$ cat src/rtl/reg_file_pkg.sv
// Shared processor constants: register/data widths, the zero register, and
// where the rs/rt/rd fields sit in an instruction word.
package reg_file_pkg;

  localparam int REG_ADDR_WIDTH = 5;
  localparam int DATA_WIDTH     = 32;

  localparam logic [REG_ADDR_WIDTH-1:0] ZERO_REG = 5'd0;

  localparam int RS_LSB = 21;
  localparam int RT_LSB = 16;
  localparam int RD_LSB = 11;

  typedef logic [REG_ADDR_WIDTH-1:0] reg_addr_t;
  typedef logic [DATA_WIDTH-1:0]     word_t;

  // Destination-mux selection upstream of the register file.
  typedef enum logic {
    DST_RT = 1'b0,
    DST_RD = 1'b1
  } dst_sel_e;

  function automatic reg_addr_t dst_reg(input word_t instr, input dst_sel_e sel);
    return (sel == DST_RD) ? instr[RD_LSB +: REG_ADDR_WIDTH]
                           : instr[RT_LSB +: REG_ADDR_WIDTH];
  endfunction

endpackage

$ cat src/rtl/reg_file_if.sv
// Register-file bus: one write port and two combinational read ports.
interface reg_file_if #(
  parameter int DATA_WIDTH = reg_file_pkg::DATA_WIDTH,
  parameter int ADDR_WIDTH = reg_file_pkg::REG_ADDR_WIDTH
);

  logic                  RegWrite;
  logic [ADDR_WIDTH-1:0] WriteReg;
  logic [DATA_WIDTH-1:0] WriteData;
  logic [ADDR_WIDTH-1:0] ReadReg1;
  logic [ADDR_WIDTH-1:0] ReadReg2;
  logic [DATA_WIDTH-1:0] ReadData1;
  logic [DATA_WIDTH-1:0] ReadData2;

  modport master (
    output RegWrite, WriteReg, WriteData, ReadReg1, ReadReg2,
    input  ReadData1, ReadData2
  );

  modport slave (
    input  RegWrite, WriteReg, WriteData, ReadReg1, ReadReg2,
    output ReadData1, ReadData2
  );

endinterface

$ cat src/rtl/reg_read_port.sv
// One combinational read port: 2**ADDR_WIDTH:1 select, optional same-cycle
// write forwarding, and zero forcing for register 0 and during reset.
module reg_read_port #(
  parameter int DATA_WIDTH = reg_file_pkg::DATA_WIDTH,
  parameter int ADDR_WIDTH = reg_file_pkg::REG_ADDR_WIDTH,
  parameter bit BYPASS     = 1'b1
) (
  input  logic [(2**ADDR_WIDTH)-1:0][DATA_WIDTH-1:0] regs,
  input  logic                                       reset,
  input  logic [ADDR_WIDTH-1:0]                      rd_addr,
  input  logic                                       wr_en,
  input  logic [ADDR_WIDTH-1:0]                      wr_addr,
  input  logic [DATA_WIDTH-1:0]                      wr_data,
  output logic [DATA_WIDTH-1:0]                      rd_data
);

  import reg_file_pkg::*;

  always_comb begin
    rd_data = regs[rd_addr];
    if (BYPASS && wr_en && (wr_addr == rd_addr))
      rd_data = wr_data;
    // Applied last so r0 and reset override any forwarded value.
    if (reset || (rd_addr == ADDR_WIDTH'(ZERO_REG)))
      rd_data = '0;
  end

endmodule

$ cat src/rtl/reg_file.sv
// 32-entry register file: synchronous write port with r0 hardwired to zero,
// two combinational read ports with optional write-to-read forwarding.
module reg_file #(
  parameter int DATA_WIDTH = reg_file_pkg::DATA_WIDTH,
  parameter int ADDR_WIDTH = reg_file_pkg::REG_ADDR_WIDTH,
  parameter bit BYPASS     = 1'b1
) (
  input  logic       clk,
  input  logic       reset,
  reg_file_if.slave  rf
);

  import reg_file_pkg::*;

  localparam int DEPTH = 2**ADDR_WIDTH;

  logic [DEPTH-1:0][DATA_WIDTH-1:0] regs;
  logic                             wr_en;

  assign wr_en = rf.RegWrite && (rf.WriteReg != ADDR_WIDTH'(ZERO_REG));

  always_ff @(posedge clk) begin
    if (reset)
      regs <= '0;
    else if (wr_en)
      regs[rf.WriteReg] <= rf.WriteData;
  end

  reg_read_port #(
    .DATA_WIDTH (DATA_WIDTH),
    .ADDR_WIDTH (ADDR_WIDTH),
    .BYPASS     (BYPASS)
  ) u_port1 (
    .regs    (regs),
    .reset   (reset),
    .rd_addr (rf.ReadReg1),
    .wr_en   (rf.RegWrite),
    .wr_addr (rf.WriteReg),
    .wr_data (rf.WriteData),
    .rd_data (rf.ReadData1)
  );

  reg_read_port #(
    .DATA_WIDTH (DATA_WIDTH),
    .ADDR_WIDTH (ADDR_WIDTH),
    .BYPASS     (BYPASS)
  ) u_port2 (
    .regs    (regs),
    .reset   (reset),
    .rd_addr (rf.ReadReg2),
    .wr_en   (rf.RegWrite),
    .wr_addr (rf.WriteReg),
    .wr_data (rf.WriteData),
    .rd_data (rf.ReadData2)
  );

endmodule

$ cat src/flat_wrapper.sv
// flat-port wrapper written by rule: the top's interface ports become plain ports
module reg_file_flat import reg_file_pkg::*;
#(
  parameter int DATA_WIDTH = reg_file_pkg::DATA_WIDTH,
  parameter int ADDR_WIDTH = reg_file_pkg::REG_ADDR_WIDTH,
  parameter bit BYPASS     = 1'b1
)
  (clk, reset, rf_RegWrite, rf_WriteReg, rf_WriteData, rf_ReadReg1, rf_ReadReg2, rf_ReadData1, rf_ReadData2);
  reg_file_if #(.DATA_WIDTH(DATA_WIDTH), .ADDR_WIDTH(ADDR_WIDTH)) rf_i ();
  input  logic clk;
  input  logic reset;
  input wire logic [$bits(rf_i.RegWrite)-1:0] rf_RegWrite;
  input wire logic [$bits(rf_i.WriteReg)-1:0] rf_WriteReg;
  input wire logic [$bits(rf_i.WriteData)-1:0] rf_WriteData;
  input wire logic [$bits(rf_i.ReadReg1)-1:0] rf_ReadReg1;
  input wire logic [$bits(rf_i.ReadReg2)-1:0] rf_ReadReg2;
  output wire logic [$bits(rf_i.ReadData1)-1:0] rf_ReadData1;
  output wire logic [$bits(rf_i.ReadData2)-1:0] rf_ReadData2;
  assign rf_i.RegWrite = rf_RegWrite;
  assign rf_i.WriteReg = rf_WriteReg;
  assign rf_i.WriteData = rf_WriteData;
  assign rf_i.ReadReg1 = rf_ReadReg1;
  assign rf_i.ReadReg2 = rf_ReadReg2;
  assign rf_ReadData1 = rf_i.ReadData1;
  assign rf_ReadData2 = rf_i.ReadData2;
  reg_file #(.DATA_WIDTH(DATA_WIDTH), .ADDR_WIDTH(ADDR_WIDTH), .BYPASS(BYPASS)) u_core (.clk(clk), .reset(reset), .rf(rf_i));
endmodule
$ cat config.mk
export PLATFORM = sky130hd
export DESIGN_NAME = reg_file_flat
export DESIGN_NICKNAME = d
export VERILOG_FILES = /design/src/rtl/reg_file_pkg.sv /design/src/rtl/reg_file_if.sv /design/src/rtl/reg_read_port.sv /design/src/rtl/reg_file.sv /design/src/flat_wrapper.sv
export SDC_FILE = /design/constraint.sdc
export NUM_CORES = 2
export LEC_CHECK = 0
export BUFFER_PORTS_ARGS = -buffer_cell sky130_fd_sc_hd__buf_2
export CORE_ASPECT_RATIO = 1.75
export CORE_MARGIN = 2
export CORE_UTILIZATION = 63
export CTS_CLUSTER_SIZE = 20
export DETAILED_ROUTE_END_ITERATION = 10
export PLACE_DENSITY = 0.91
export SYNTH_ARGS = -nofsm -noshare
export SYNTH_HDL_FRONTEND = slang
export SYNTH_SLANG_ARGS = --single-unit
$ cat constraint.sdc
create_clock -name clk -period 2.7 [get_ports clk]
set_input_delay 0.27 -clock clk [delete_from_list [all_inputs] [get_ports clk]]
set_output_delay 0.27 -clock clk [all_outputs]
set_load 0.01 [all_outputs]
==> key figures, run 1 <==
Outcome
  • Status: aborted with a tool error
  • Stop stage: global routing
  • Error msg: [ERROR GRT-0232] Routing congestion too high. Check the congestion heatmap in the GUI.

CTS
  • CTS max path bufs: 3
  • Clock sinks: 1024
  • Inserted Clock Buffers: 88
  • Root buffer cell: clkbuf_16
  • CTS H-tree lvls: 3

GRT
  • GRT Total Usage: 73.2%
  • GRT Residual Overflow: 11
  • Largest net degree at the start of global routing: 240
  • Initial antenna violation count: 56

Placed design
  • HPWL Detailed: 130000 um
  • Port buffer count: 113
  • Dpl ws: -0.182 ns
  • GPL Wtd Cong: 0.986
  • Dpl cell area: 55700 um^2

Logic synthesis
  • Post-synth EDFFs: 0
  • Mapped Area: 53000 um^2
  • Syn avg cell area: 8.69 um^2
  • Top_reg_cell synth: dfxtp_1
  • Synth cell types: 39
  • Synth Register Bits: 1024
  • Mapped Cells: 6096
  • Ys Warns: 0
  • Synthesized net count: 6146
  • Ys async rst share: 0%
  • Register area share after synthesis: 38.7%

STA
  • Grt repair worst endpoint: rf_ReadData1[22]
  • Worst EP kind: top-level output

Die
  • Die W: 223 um
  • Die Y: 388 um
  • Row count: 140
  • Io pins: 114
  • Effective utilization at floorplan: 63.7%
-- per-layer routing --
| metal | GRT overflow | global-route usage (%) |
|---|---|---|
| met3 | 1 | 67.2 |
| met4 | 5 | 70.0 |
| met5 | 0 | 51.3 |
| met1 | 1 | 69.9 |
| met2 | 4 | 85.0 |
-- repair_timing --
| item | CTS |
|---|---|
| gates cloned | 1 |
| gates resized for setup | 190 |
| pin swaps | 82 |
| setup buffers | 2 |
| hold buffers | 14 |
| endpoints found under the hold margin | 108 |
| setup endpoints to repair | 60 |
-- through the flow --
stage	std cells	TNS, ns
global placement	6953	-0.384
CTS	7121	-0.955
detailed placement	6953	-0.361
floorplan	6096	0
-- Yosys cell counts (2+ instances only) --
cell type / number / share of area [%]
a211oi_1: 128 / 1.8
a21o_1: 2 / 0.028
a21oi_1: 992 / 9.4
a221o_1: 62 / 1.2
a221oi_1: 126 / 2.1
a22oi_1: 62 / 0.88
and2_1: 4 / 0.047
and3_1: 2 / 0.024
and3b_1: 2 / 0.033
buf_1: 16 / 0.11
buf_12: 5 / 0.19
buf_2: 181 / 1.7
buf_4: 22 / 0.31
buf_6: 30 / 0.64
clkbuf_1: 382 / 2.7
clkbuf_2: 22 / 0.21
dfxtp_1: 1024 / 39
inv_1: 3 / 0.021
mux2i_1: 322 / 6.1
mux4_1: 16 / 0.79
mux4_2: 370 / 16
nand2_1: 2021 / 14
nand2b_1: 2 / 0.024
nand3_1: 2 / 0.019
nand3b_1: 2 / 0.028
nand4_1: 2 / 0.024
nor2_1: 100 / 0.71
nor2b_1: 96 / 1.1
nor3_1: 7 / 0.066
nor3b_1: 5 / 0.071
o21ai_0: 37 / 0.35
o21ai_1: 29 / 0.27
or2_2: 3 / 0.035
or3b_2: 3 / 0.050
xnor2_1: 10 / 0.17
-- logic make-up after synthesis --
group                  share of synthesized area (%)
XOR/XNOR                                       0.165
AO/OA/AOI/OAI                                   16.0
multiplexers                                    22.6
buffers and inverters                           5.94
flip-flops                                      38.7
AND/OR/NAND/NOR                                 16.6
==> inputs of run 2 (changes only) <==
--- a/config.mk
+++ b/config.mk
@@ -6,12 +6,10 @@
 export NUM_CORES = 2
 export LEC_CHECK = 0
 export BUFFER_PORTS_ARGS = -buffer_cell sky130_fd_sc_hd__buf_2
-export CORE_ASPECT_RATIO = 1.75
 export CORE_MARGIN = 2
-export CORE_UTILIZATION = 63
-export CTS_CLUSTER_SIZE = 20
+export CORE_UTILIZATION = 40
 export DETAILED_ROUTE_END_ITERATION = 10
-export PLACE_DENSITY = 0.91
+export PLACE_DENSITY_LB_ADDON = 0.15
 export SYNTH_ARGS = -nofsm -noshare
 export SYNTH_HDL_FRONTEND = slang
 export SYNTH_SLANG_ARGS = --single-unit
==> run 2 against run 1 <==
  * The flow now finishes, with violations (negative setup slack)
  * Synthesized cell count unchanged
  * Area after synthesis unchanged
==> key figures, run 2 <==
Logic synthesis
  • Most frequent cell after synthesis: nand2_1
  • Largest family of logic cells by synthesized area: multiplexers
  • Post-synthesis adder-cell area fraction: 0%
  • Ys async rst share: 0%
  • Synth Area in Simple Gates: 16.6%
  • Ys Warns: 0
  • Mapped Area: 53000 um^2
  • Mapped Cells: 6096
  • Mux share of post-synthesis cell area: 22.6%
  • Synth cell types: 39
  • Synthesized net count: 6146
  • Area contributors post-synth: dfxtp_1 39%, mux4_2 16%, nand2_1 14%, a21oi_1 9.4%, mux2i_1 6.1%
  • XOR/XNOR Fraction of Synth Area: 0.165%
  • Post-synthesis compound-gate area fraction: 16.0%
  • Top_reg_cell synth: dfxtp_1
  • Post-synth top cells: 2021 x nand2_1, 1024 x dfxtp_1, 992 x a21oi_1, 382 x clkbuf_1, 370 x mux4_2
  • Share of the synthesized area in the top cell type: 38.7%
  • Register area share after synthesis: 38.7%
  • Synth Register Bits: 1024
  • Syn avg cell area: 8.69 um^2
  • Post-synth EDFFs: 0
  • Yosys top cell by area: dfxtp_1

STA
  • Max Fclk: 0.337 GHz
  • Slew headroom: 25.6%
  • Unrepaired setup endpoints after global routing: true
  • Fin crit share: 110%
  • Setup TNS: -6.76 ns
  • Final min period: 2.96 ns
  • Worst Skew: 0 ns
  • Hold Worst Slack: 0.0465 ns
  • Final Slew Violations: 0
  • Count of final hold-check violations: 0
  • Final WS setup: -0.264 ns
  • Slew @ Worst Pin: 1.12 ns
  • # setup viols final: 51

Routing
  • Met3 Wirelength: 19500 um
  • Initial DRC Count: 5541
  • DRT antenna net count: 0
  • Final wirelength: 220000 um
  • Vias per cell: 6.07
  • Total number of vias: 48.4k
  • M1 WL: 89800 um
  • DRC: 0
  • Drt pass-1 iters: 8
  • Highest Signal Layer: met5
  • Drt wl/cell: 27.6 um
  • Met2 Wirelength: 99000 um

Final layout
  • Final Net Count: 6167
  • Design Area, Final: 63100 um^2
  • Largest register by flop count: u_core.regs
  • Commonest non-fill, non-tap cell in the layout: nand2_1
  • Top Registers: u_core.regs (1024)
  • Share of cells above drive strength 1: 23.0%
  • Largest register FFs: 1024
  • Synth-to-layout area growth: 19.2%
  • Fin util: 48.0%
  • Most frequent cells in the layout: 1990 x nand2_1, 992 x a21oi_1, 960 x dfxtp_1
  • Fillers: 12.4k

GRT
  • GRT Residual Overflow: 0
  • GRT Total Usage: 31.6%
  • Initial antenna violation count: 9
  • Global-route wire length before repair: 318000 um
  • Largest net degree at the start of global routing: 216
  • Vias in the first global route: 46.2k

Placed design
  • Dpl ws: -0.445 ns
  • Port buffer count: 113
  • HPWL Detailed: 132000 um
  • GPL Wtd Cong: 0.900
  • Dpl cell area: 57900 um^2

Die
  • Effective utilization at floorplan: 40.3%
  • Io pins: 114
  • Row count: 133
  • Core ar.: 131000 um^2
  • Die Y: 368 um
  • Die W: 368 um
  • Die ar.: 135000 um^2

CTS
  • CTS tree: yes
  • Clk_lat worst skew: 0.74 ns
  • Clock sinks: 1024
  • Root buffer cell: clkbuf_16
  • CTS max path bufs: 3
  • Inserted Clock Buffers: 112
  • CTS H-tree lvls: 3
  • Worst-path clk slew: 0.06 ns

Setup path
  • Critical Path Start Type: flip-flop
  • Critical path origin: u_core.regs[91]
  • Critical path type: reg2out
  • Worst-path fanout max: 3
  • Data arrival time of the worst path: 2.69 ns
  • Critical Path Sink Type: output pin
  • Worst r2r src: u_core.regs[237]
  • Critical Path RT: 2.43 ns

Outcome
  • Status: finished, violations left
  • Failing checks: negative setup slack

Job
  • # Max-Cap Violations: 0

Pwr
  • Worst IR drop on VDD: 0.000500 V
  • Leakage: 21.1 nW
  • Cell Pwr Density: 565 nW/um^2

Min path
  • Hold/Removal Path Class: in2reg
  • Hold Path Origin: rf_WriteData[15]
[run 2: through the flow]
step           total power, mW  cells
3_5_place_dp              19.2   7760
3_3_place_gp              19.2   7760
2_1_floorplan             17.6   6096
6_report                  35.7   7972
5_1_grt                   36.6   7968
4_1_cts                   35.8   7968
[run 2: path summary, 6_finish.rpt]
path / endpoint / slack (ns) / cells past startpoint
max: rf_ReadData1[27] / -0.26 / 6
min reg2reg: u_core.regs[1012] / 0.46 / 2
min: u_core.regs[431] / 0.05 / 3
max reg2reg: u_core.regs[237] / 1.99 / 2
[run 2: timing repair]
item	CTS	global route
hold buffers	24	0
hold endpoints to repair	265	0
setup buffers	0	6
gates resized for setup	238	92
endpoints found under the setup margin	64	64
pin swaps	90	38
[run 2: layout make-up]
class	instances	area (um^2)	area share, %
repair buffers	567	5660	8.97
flip-flops and latches	1024	20600	32.6
clock buffers	168	3400	5.38
diodes	7	17.5	0.0277
clock inverters	39	538	0.852
inverters	3	11.3	0.0178
well taps	1755	2200	3.48
multi-input cells	4409	30700	48.7
[run 2: report_power, final]
group | switching (mW) | internal (mW) | total [mW] | leakage (nW)
registers | 0.0799 | 15.2 | 15.3 | 8.29
logic | 2.45 | 1.36 | 3.81 | 10.8
clock network | 6.71 | 9.88 | 16.6 | 1.94
[run 2: layer usage]
| layer | vias up | GRT usage, % |
|---|---|---|
| met2 | 2373 | 49.3 |
| met1 | 24015 | 41.7 |
| met3 | 536 | 6.23 |
| met4 | 4 | 15.5 |
| li1 | 21450 | - |
| met5 | - | 0 |
[run 2: kinds of logic after synthesis]
logic type,after synthesis
and+or+nand+nor,2251
muxes,708
DFF,1024
AOI/OAI and AO/OA,1440
buffers and inverters,663
xor gates and xnor gates,10
[run 2: critical path, stage by stage, from the launching register on]
cell and delay, ns:
dfxtp_1 0.35, mux4_2 0.23, nor2b_1 0.22, a211oi_2 0.07, a211oi_1 0.56, a221o_1 0.35
buf_2 0.19
Power figures use the tool's default switching activity.
